`src/rtl/mux_col_pkg.sv`:
```
// Shared types and helpers for the time-multiplexed column output demux.
package mux_col_pkg;

    typedef enum logic [1:0] {
        WAIT_SYNC,
        FILL,
        RUN
    } demux_state_e;

    // Network carried by each half-cycle slot: slot 0 -> NET1, slot 1 -> NET2.
    typedef enum logic {
        NET1,
        NET2
    } net_id_e;

    function automatic int slot_len(int gamma);
        return gamma / 2;
    endfunction

endpackage

```
`src/rtl/spike_demux_if.sv`:
```
// Spike bus between the shared column and the demux: gamma sync, multiplexed
// column spikes in, one demultiplexed spike bus per network out.
interface spike_demux_if #(
    parameter int Q = 2
);
    logic         grst;
    logic [Q-1:0] col_spikes;
    logic [Q-1:0] output_spikes1;
    logic [Q-1:0] output_spikes2;
    logic         sync_locked;

    // Column / sync source side.
    modport master (
        output grst,
        output col_spikes,
        input  output_spikes1,
        input  output_spikes2,
        input  sync_locked
    );

    // Demux side.
    modport slave (
        input  grst,
        input  col_spikes,
        output output_spikes1,
        output output_spikes2,
        output sync_locked
    );
endinterface

```
`src/rtl/spike_time_capture.sv`:
```
// One slot bank: per-line valid bit plus first-spike timestamp. A clear and a
// capture in the same cycle leave the line holding the new capture.
module spike_time_capture #(
    parameter int Q  = 2,
    parameter int TW = 4
) (
    input  logic                  clk,
    input  logic                  rstb,
    input  logic                  clear,
    input  logic                  cap_en,
    input  logic [Q-1:0]          spikes,
    input  logic [TW-1:0]         t,
    output logic [Q-1:0]          valid,
    output logic [Q-1:0][TW-1:0]  stamps
);

    logic [Q-1:0]         valid_q;
    logic [Q-1:0]         valid_live;
    logic [Q-1:0]         wr;
    logic [Q-1:0][TW-1:0] stamps_q;

    // Clear first, then accept only the first spike per line.
    always_comb begin
        valid_live = clear ? '0 : valid_q;
        wr         = {Q{cap_en}} & spikes & ~valid_live;
    end

    // Valid bits and timestamps.
    always_ff @(posedge clk or negedge rstb) begin
        if (!rstb) begin
            valid_q  <= '0;
            stamps_q <= '0;
        end else begin
            valid_q <= valid_live | wr;
            for (int q = 0; q < Q; q++) begin
                if (wr[q]) begin
                    stamps_q[q] <= t;
                end
            end
        end
    end

    assign valid  = valid_q;
    assign stamps = stamps_q;

endmodule

```
`src/rtl/spike_demux.sv`:
```
// Output-side demux of the time-multiplexed column. Each gamma cycle the first
// spike per line in each half-cycle slot is timestamped; during the following
// gamma cycle both networks are replayed on separate buses in real time.
// Two ping-pong bank sets (each holding slot 0 and slot 1) alternate between
// capture and replay. The swap takes effect in the cycle where the counter is
// 0, so that cycle already captures into the fresh bank and replays t=0.
// Optional build macro SPIKE_HOLD_EN: a fired line stays high until the end of
// its gamma cycle instead of pulsing for one clk.
module spike_demux
    import mux_col_pkg::*;
#(
    parameter int Q                  = 2,
    parameter int GAMMA_CYCLE_LENGTH = 18
) (
    input logic          clk,
    input logic          rstb,
    spike_demux_if.slave bus
);

    localparam int SLOT_LEN = slot_len(GAMMA_CYCLE_LENGTH);
    localparam int CW       = $clog2(GAMMA_CYCLE_LENGTH);
    localparam int TW       = $clog2(SLOT_LEN);
    localparam logic [CW-1:0] LAST       = CW'(GAMMA_CYCLE_LENGTH - 1);
    localparam logic [CW-1:0] SLOT_START = CW'(SLOT_LEN);

    demux_state_e  state_q;
    logic [CW-1:0] counter_q;
    logic [CW-1:0] counter_next;
    logic          grst_q;
    logic          swap_q;
    logic          sel_q;
    logic          locked_q;

    logic          gamma_start;
    logic          evt;
    logic          cap_bank;
    logic          rep_bank;
    logic          capture_on;
    logic          replay_on;
    net_id_e       cap_net;
    logic          cap_slot;
    logic [TW-1:0] cap_t;

    logic [1:0]                   bank_clr;
    logic [1:0][1:0]              bank_cap;
    logic [1:0][1:0][Q-1:0]       bank_valid;
    logic [1:0][1:0][Q-1:0][TW-1:0] bank_time;

    logic [Q-1:0] fire1;
    logic [Q-1:0] fire2;
    logic [Q-1:0] out1_q;
    logic [Q-1:0] out2_q;

    // Gamma boundary detection, bank routing and replay match.
    always_comb begin
        gamma_start  = bus.grst & ~grst_q;
        // evt marks the last cycle of a gamma cycle; the swap follows it.
        evt          = gamma_start | ((state_q != WAIT_SYNC) && (counter_q == LAST));
        counter_next = evt ? '0 : counter_q + CW'(1);
        cap_bank     = sel_q ^ swap_q;
        rep_bank     = ~cap_bank;
        capture_on   = (state_q != WAIT_SYNC);
        replay_on    = (state_q == RUN) && (counter_q < SLOT_START);
        cap_net      = (counter_q >= SLOT_START) ? NET2 : NET1;
        cap_slot     = (cap_net == NET2);
        cap_t        = TW'(counter_q - (cap_slot ? SLOT_START : '0));

        bank_clr           = '0;
        bank_clr[cap_bank] = swap_q;
        bank_cap                     = '0;
        bank_cap[cap_bank][cap_slot] = capture_on;

        for (int q = 0; q < Q; q++) begin
            fire1[q] = replay_on && bank_valid[rep_bank][0][q]
                       && (bank_time[rep_bank][0][q] == TW'(counter_q));
            fire2[q] = replay_on && bank_valid[rep_bank][1][q]
                       && (bank_time[rep_bank][1][q] == TW'(counter_q));
        end
    end

    // Sync FSM, gamma counter and ping-pong pointer.
    always_ff @(posedge clk or negedge rstb) begin
        if (!rstb) begin
            state_q   <= WAIT_SYNC;
            counter_q <= '0;
            grst_q    <= 1'b0;
            swap_q    <= 1'b0;
            sel_q     <= 1'b0;
            locked_q  <= 1'b0;
        end else begin
            grst_q <= bus.grst;
            swap_q <= evt;
            sel_q  <= cap_bank;
            case (state_q)
                WAIT_SYNC: begin
                    if (gamma_start) begin
                        state_q   <= FILL;
                        locked_q  <= 1'b1;
                        counter_q <= '0;
                    end
                end
                FILL: begin
                    counter_q <= counter_next;
                    if (evt) begin
                        state_q <= RUN;
                    end
                end
                RUN: begin
                    counter_q <= counter_next;
                end
                default: begin
                    state_q <= WAIT_SYNC;
                end
            endcase
        end
    end

    // Registered replay outputs.
    always_ff @(posedge clk or negedge rstb) begin
        if (!rstb) begin
            out1_q <= '0;
            out2_q <= '0;
        end else begin
`ifdef SPIKE_HOLD_EN
            // Level-coded: hold until the gamma cycle ends, a new fire wins.
            out1_q <= fire1 | (out1_q & ~{Q{evt}});
            out2_q <= fire2 | (out2_q & ~{Q{evt}});
`else
            out1_q <= fire1;
            out2_q <= fire2;
`endif
        end
    end

    for (genvar b = 0; b < 2; b++) begin : g_bank
        for (genvar s = 0; s < 2; s++) begin : g_slot
            spike_time_capture #(
                .Q (Q),
                .TW(TW)
            ) u_cap (
                .clk   (clk),
                .rstb  (rstb),
                .clear (bank_clr[b]),
                .cap_en(bank_cap[b][s]),
                .spikes(bus.col_spikes),
                .t     (cap_t),
                .valid (bank_valid[b][s]),
                .stamps(bank_time[b][s])
            );
        end
    end

    assign bus.output_spikes1 = out1_q;
    assign bus.output_spikes2 = out2_q;
    assign bus.sync_locked    = locked_q;

endmodule

```
`src/flat_wrapper.sv`:
```
// flat-port wrapper written by rule: the top's interface ports become plain ports
module spike_demux_flat import mux_col_pkg::*;
#(
    parameter int Q                  = 2,
    parameter int GAMMA_CYCLE_LENGTH = 18
)
  (clk, rstb, bus_grst, bus_col_spikes, bus_output_spikes1, bus_output_spikes2, bus_sync_locked);
  spike_demux_if #(.Q(Q)) bus_i ();
  input logic clk;
  input logic rstb;
  input wire logic [$bits(bus_i.grst)-1:0] bus_grst;
  input wire logic [$bits(bus_i.col_spikes)-1:0] bus_col_spikes;
  output wire logic [$bits(bus_i.output_spikes1)-1:0] bus_output_spikes1;
  output wire logic [$bits(bus_i.output_spikes2)-1:0] bus_output_spikes2;
  output wire logic [$bits(bus_i.sync_locked)-1:0] bus_sync_locked;
  assign bus_i.grst = bus_grst;
  assign bus_i.col_spikes = bus_col_spikes;
  assign bus_output_spikes1 = bus_i.output_spikes1;
  assign bus_output_spikes2 = bus_i.output_spikes2;
  assign bus_sync_locked = bus_i.sync_locked;
  spike_demux #(.Q(Q), .GAMMA_CYCLE_LENGTH(GAMMA_CYCLE_LENGTH)) u_core (.clk(clk), .rstb(rstb), .bus(bus_i));
endmodule
```
`config.mk`:
```
export PLATFORM = sky130hd
export DESIGN_NAME = spike_demux_flat
export DESIGN_NICKNAME = d
export VERILOG_FILES = /design/src/rtl/mux_col_pkg.sv /design/src/rtl/spike_demux_if.sv /design/src/rtl/spike_time_capture.sv /design/src/rtl/spike_demux.sv /design/src/flat_wrapper.sv
export SDC_FILE = /design/constraint.sdc
export NUM_CORES = 1
export LEC_CHECK = 0
export BUFFER_PORTS_ARGS = -buffer_cell sky130_fd_sc_hd__buf_2
export CAP_MARGIN = 20
export CORE_UTILIZATION = 66
export CTS_BUF_LIST = sky130_fd_sc_hd__clkbuf_16
export CTS_CLUSTER_SIZE = 12
export DETAILED_ROUTE_END_ITERATION = 16
export PLACE_DENSITY_LB_ADDON = 0.25
export SLEW_MARGIN = 15
export SYNTH_ARGS = -nofsm -noshare
export SYNTH_HDL_FRONTEND = slang
export SYNTH_HIERARCHICAL = 1
export SYNTH_SLANG_ARGS = --single-unit
```
`constraint.sdc`:
```
create_clock -name clk -period 6.07 [get_ports clk]
set_input_delay 0.9105 -clock clk [delete_from_list [all_inputs] [get_ports clk]]
set_output_delay 0.9105 -clock clk [all_outputs]
set_load 0.005 [all_outputs]
```
=== Word-level counts from Yosys, hierarchy flattened ===
Index checks and enable logic that the tools add are counted.

* Register bits after elaboration: 55
* Output and inout port bits: 5
* Logic and storage cells: 103
* Input bits: 5

* $add $sub $neg: 2
* Reduce and logical (&&, ||, !) cells: 19
* Multiplexer cells: 22
* Bitwise gates (word level): 24
* Magnitude comparators: 7
* Eq/ne operators: 9

{| class="wikitable"
|+ Operator list
! operator !! number
|-
| $mux W16 || 2
|-
| $and A2 B2 Y2 || 9
|-
| $eq A4 B4 Y1 || 4
|-
| $mux W2 || 7
|-
| $logic_and A1 B1 Y1 || 12
|-
| $mux W4 || 3
|-
| $mux W5 || 2
|-
| $pmux W5 S2 || 1
|-
| $not A2 Y2 || 4
|-
| $or A2 B2 Y2 || 4
|-
| $lt A1 B2 Y1 const B || 3
|-
| $pmux W2 S3 || 1
|-
| $add A5 B1 Y5 const B || 1
|-
| $eq A5 B5 Y1 const B || 1
|-
| $ge A5 B4 Y1 const B || 1
|-
| $lt A5 B4 Y1 const B || 1
|-
| $and A4 B4 Y4 || 1
|-
| $ne A2 B1 Y1 const B || 2
|-
| $reduce_and A2 Y1 || 2
|-
| $reduce_bool A2 Y1 || 2
|-
| $sub A4 B4 Y4 || 1
|-
| $mux W1 || 3
|-
| $not A1 Y1 || 3
|-
| $reduce_and A3 Y1 || 1
|-
| other kinds (10) || 12
|}

=== Logic depth before layout (Yosys ltp) ===
* Word-level depth: 12
* Gate-level depth with buffers: 13
* Mapped depth without buffers: 12

=== Modules after synthesis ===
Netlist, hierarchy kept.

{| class="wikitable"
|+ Modules (own cells, without submodules)
! module !! cells an instance !! area each (µm²) !! sequential area each (µm²) !! instances
|-
| spike_time_capture || 27 || 401.6 || 250.2 || 4
|-
| spike_demux || 150 || 1332.5 || 375.4 || 1
|}

=== Worst setup path after synthesis ===
Ideal clock, no wire load.

* Kind: reg2reg
* From: reg u_core.counter_q[1]
* To: reg u_core.g_bank[0].g_slot[0].u_cap.stamps_q (netlist bit u_core/g_bank[0].g_slot[0].u_cap/stamps[3])
* Stages on the path, launching flop included: 13
* Period minus slack after synthesis: 2.323 ns
* Data arrival time: 2.198 ns
* Slack: 3.747 ns
* Library setup time: 0.125 ns
* Required time: 5.945 ns
* Path buffers: 1
* Path through: dfrtp_1 buf_4 inv_1 ha_1 nor2_1 nand2_1 a21oi_1 inv_1 ha_1 o311ai_0 o21ai_0 a22o_1 mux2_2

* Elaborated cells between the ends (all ways): 14
* Classes of those cells: add/sub (1); order compare (3); mux (6); bitwise (3); reduce/logical (1)

{| class="wikitable"
|+ RTL lines
! item !! RTL line !! RTL
|-
| start, declared || spike_demux.sv:27 || <nowiki>logic [CW-1:0] counter_q;</nowiki>
|-
| start signal, assigned || spike_demux.sv:103 || <nowiki>counter_q <= counter_next;</nowiki>
|-
| start signal, assigned || spike_demux.sv:109 || <nowiki>counter_q <= counter_next;</nowiki>
|-
| $ge A5 B4 Y1 || spike_demux.sv:64 || <nowiki>cap_net = (counter_q >= SLOT_START) ? NET2 : NET1;</nowiki>
|-
| $mux W1 || spike_demux.sv:64 ||
|-
| $mux W4 || spike_demux.sv:66 || <nowiki>cap_t = TW'(counter_q - (cap_slot ? SLOT_START : '0));</nowiki>
|-
| $sub A4 B4 Y4 * || spike_demux.sv:66 ||
|-
| via u_core.cap_t[3] || spike_demux.sv:42 || <nowiki>logic [TW-1:0] cap_t;</nowiki>
|-
| end signal, assigned by index || spike_time_capture.sv:37 || <nowiki>stamps_q[q] <= t;</nowiki>
|-
| end, declared || spike_time_capture.sv:20 || <nowiki>logic [Q-1:0][TW-1:0] stamps_q;</nowiki>
|}

Mark *: on every way through the listed nets, which the timed path passes. The rest lies on a longest branch.
A chain may end at the register's enable or synchronous reset.

=== Worst setup path after layout ===
* From: reg u_core.counter_q[1]
* To: reg u_core.g_bank[1].g_slot[0].u_cap.stamps_q (netlist bit u_core/g_bank[1].g_slot[0].u_cap/stamps[2])

* Elaborated cells between the ends (all ways): 14
* Classes of those cells: add/sub (1); order compare (3); mux (6); bitwise (3); reduce/logical (1)

{| class="wikitable"
|+ RTL lines
! item !! RTL line
|-
| $ge A5 B4 Y1 || spike_demux.sv:64
|-
| $mux W1 || spike_demux.sv:64
|-
| $mux W4 || spike_demux.sv:66
|-
| $sub A4 B4 Y4 * || spike_demux.sv:66
|-
| via u_core.cap_t[2] || spike_demux.sv:42
|-
| end signal, assigned by index || spike_time_capture.sv:37
|-
| end, declared || spike_time_capture.sv:20
|}

Marks and branches as above.

==> reports/qor.txt <==
status - finished, final reports clean
hold path depth - 1
P_leak - 1.477 nW
Initial Utilization - 0.7092
Die ar. - 0.004724 mm2
DIE WIDTH - 68.73 um
sequential-to-total area share from yosys stat - 0.4683
Most used DFF post-synth - dfrtp_1
vias per inst - 6.189
final core occ - 0.7606
fin. max-slew vios - 0
cell area after synthesis - 0.002939 mm2
Worst slew margin - 0.5352
Post-CTS Setup Bufs - 0
H-Tree Depth - 2
R2R setup slack - 3.14 ns
Placer Congestion - 0.8747
Worst IR Drop VDD - 283.8 uV
Hold Fails Final Rpt - 0
CP required - 6.30 ns
post-route cell area - 0.003152 mm2
Layout area overhead - 7.237%
hold endpoint - u_core/bus.sync_locked$_DFFE_PN0P_
Max Clock Skew - 0.002336 ns
Area after DPL - 0.002993 mm2
first-pass GRT wire length - 9660 um
drt pass-1 iters - 5
critical path arrival - 3.16 ns
drt wl/cell - 18.43 um
post-route ant nets - 0
CTS tree - done
initial antenna violation count - 0
clk_lat worst skew - 0.29 ns
Synth async-reset ratio - 1.000
worst-case clock buffer depth - 2
syn nets - 273
Crit Path Class - reg -> reg
worst slew pin tran - 0.6948 ns
DRC violation total after the first TritonRoute iteration - 135
Critical R2R Capture - u_core/g_bank[1].g_slot[0].u_cap/stamps[2]$_DFFE_PN0P_
GRT Overall Usage - 0.2906
power per cell area - 494.5 mW/mm2
I/O pins - 10
CTS clk-pin slew, worst paths - 0.06 ns
CTS buffer count - 5
# diodes - 0
IO Port Bufs - 9
Hold Crit Class - reg -> reg
via count - 1962
fmax - 0.3407 GHz
unrepaired setup endpoints after global routing - false
Syn. warnings - 6
Hold Slack - 0.4535 ns
core area - 0.004144 mm2
most frequent cells in the layout - 55 x dfrtp_1, 33 x mux2_2, 28 x inv_1, 16 x nand2_1, 16 x mux2i_1
commonest non-fill, non-tap cell in the layout - dfrtp_1
Final Critical Period - 2.935 ns
clock root buffer - clkbuf_16
Filler cells - 274
endpoints failing setup - 0
total power draw - 1.559 mW
Final period util - 0.4835
Rows - 23
Worst Hold Launch - u_core/bus.sync_locked$_DFFE_PN0P_
share of cells above drive strength 1 - 0.2322
largest net degree at the start of global routing - 56
Cells after DPL - 310
die height - 68.73 um
Syn Inst Count - 258
Max Cap Viol - 0
count of cell types in the netlist - 36
GRT Residual Overflow - 0
non-filler cells, final - 317
final worst setup slack - 3.135 ns
Yosys reg bits - 55
Worst setup EP type - flop
Final Routed Wirelength - 5841 um
cts hold-fix bufs - 0
clk sinks - 55
Avg Synthesized Cell Area - 11.39 um2
Detailed Place HPWL - 4208 um
number of global-route vias before repair - 1961
Crit Path Max Fanout - 10
nets - 282
dpl ws - 3.275 ns
CP startpoint kind - flop
R2R Path Start - u_core/counter_q[1]$_DFFE_PN0P_
post_cts resized - 0
R2R depth - 10
Post-synth EDFFs - 0
setup_tns - 0 ns
residual DRC count - 0
layer usage:
layer | part of all wire | track usage | up-vias
li1 | - | - | 911
met4 | 0.019 | 0.1378 | 0
met2 | 0.48 | 0.4473 | 61
met5 | 0 | 0 | -
met1 | 0.44 | 0.3913 | 980
met3 | 0.068 | 0.06086 | 10
sequential cells by signal, indices dropped and copies added, names as in the netlist, 2 cells and up:
register,flops
u_core/bus.output_spikes1,2
u_core/counter_q,5
u_core/state_q,2
u_core/g_bank.g_slot.u_cap/stamps,32
u_core/g_bank.g_slot.u_cap/valid,8
u_core/bus.output_spikes2,2
cells by family after synthesis:
family | Yosys count | synth area share
AOI/OAI and AO/OA | 54 | 0.1452
xor gates and xnor gates | 13 | 0.03874
adders and majority gates | 10 | 0.04257
buffers and inverters | 40 | 0.06300
DFF | 55 | 0.4683
muxes | 49 | 0.1809
and+or+nand+nor | 37 | 0.06131
final cells by class:
class / instances / area (um2) / area share
multi-input combinational: 163 / 1378 / 0.4371
sequential: 55 / 1376 / 0.4367
clock buffer: 5 / 125.1 / 0.03970
inverter: 31 / 116.4 / 0.03692
tap: 50 / 62.56 / 0.01985
timing repair buffer: 11 / 60.06 / 0.01906
clock inverter: 2 / 33.78 / 0.01072
worst max path at each step:
stage / slack, ns / cells after the start / from / to
global placement: 3.40 / 10 / u_core/counter_q[1]$_DFFE_PN0P_ / u_core/g_bank[1].g_slot[1].u_cap/stamps[2]$_DFFE_PN0P_
finish: 3.14 / 10 / u_core/counter_q[1]$_DFFE_PN0P_ / u_core/g_bank[1].g_slot[0].u_cap/stamps[2]$_DFFE_PN0P_
detailed placement: 3.27 / 10 / u_core/counter_q[1]$_DFFE_PN0P_ / u_core/g_bank[0].g_slot[1].u_cap/stamps[6]$_DFFE_PN0P_
CTS: 3.20 / 10 / u_core/counter_q[1]$_DFFE_PN0P_ / u_core/g_bank[0].g_slot[1].u_cap/stamps[6]$_DFFE_PN0P_
floorplan: 3.75 / 12 / u_core/counter_q[1]$_DFFE_PN0P_ / u_core/g_bank[0].g_slot[0].u_cap/stamps[3]$_DFFE_PN0P_
global route: 2.89 / 10 / u_core/counter_q[1]$_DFFE_PN0P_ / u_core/g_bank[1].g_slot[0].u_cap/stamps[2]$_DFFE_PN0P_
report_power, final:
part	leakage (nW)	switching (mW)	internal, mW
Clock	0.0811	0.119	0.191
Combinational	0.693	0.324	0.280
Sequential	0.703	0.137	0.508
Total	1.48	0.580	0.978
critical path, stage by stage, from the launching register on:
cell     delay (ns)
dfrtp_1        0.52
inv_1          0.22
ha_1           0.28
nor2_1         0.10
nand2_1        0.07
a21oi_1        0.25
inv_1          0.11
ha_1           0.26
ha_1           0.21
xor2_1         0.56
mux2_2         0.29
cell usage after synthesis, types with 2 or more instances:
library cell / count / area (um2)
nor3_1: 3 / 15.01
o21ai_0: 14 / 70.07
and3_1: 2 / 12.51
a21oi_4: 8 / 130.1
dfrtp_1: 55 / 1376
a2111oi_0: 2 / 17.52
buf_6: 2 / 22.52
inv_1: 27 / 101.4
o211ai_1: 12 / 90.09
mux2i_1: 16 / 160.2
ha_1: 10 / 125.1
nand3_1: 4 / 20.02
nor2_1: 4 / 15.01
o31ai_1: 3 / 22.52
mux2_2: 33 / 371.6
a21oi_1: 8 / 40.04
xnor2_1: 9 / 78.83
xor2_1: 4 / 35.03
buf_4: 5 / 37.54
nand2b_1: 3 / 18.77
nand2_1: 16 / 60.06
inv_2: 4 / 15.01
No activity file was read; power rests on OpenSTA's default activity.
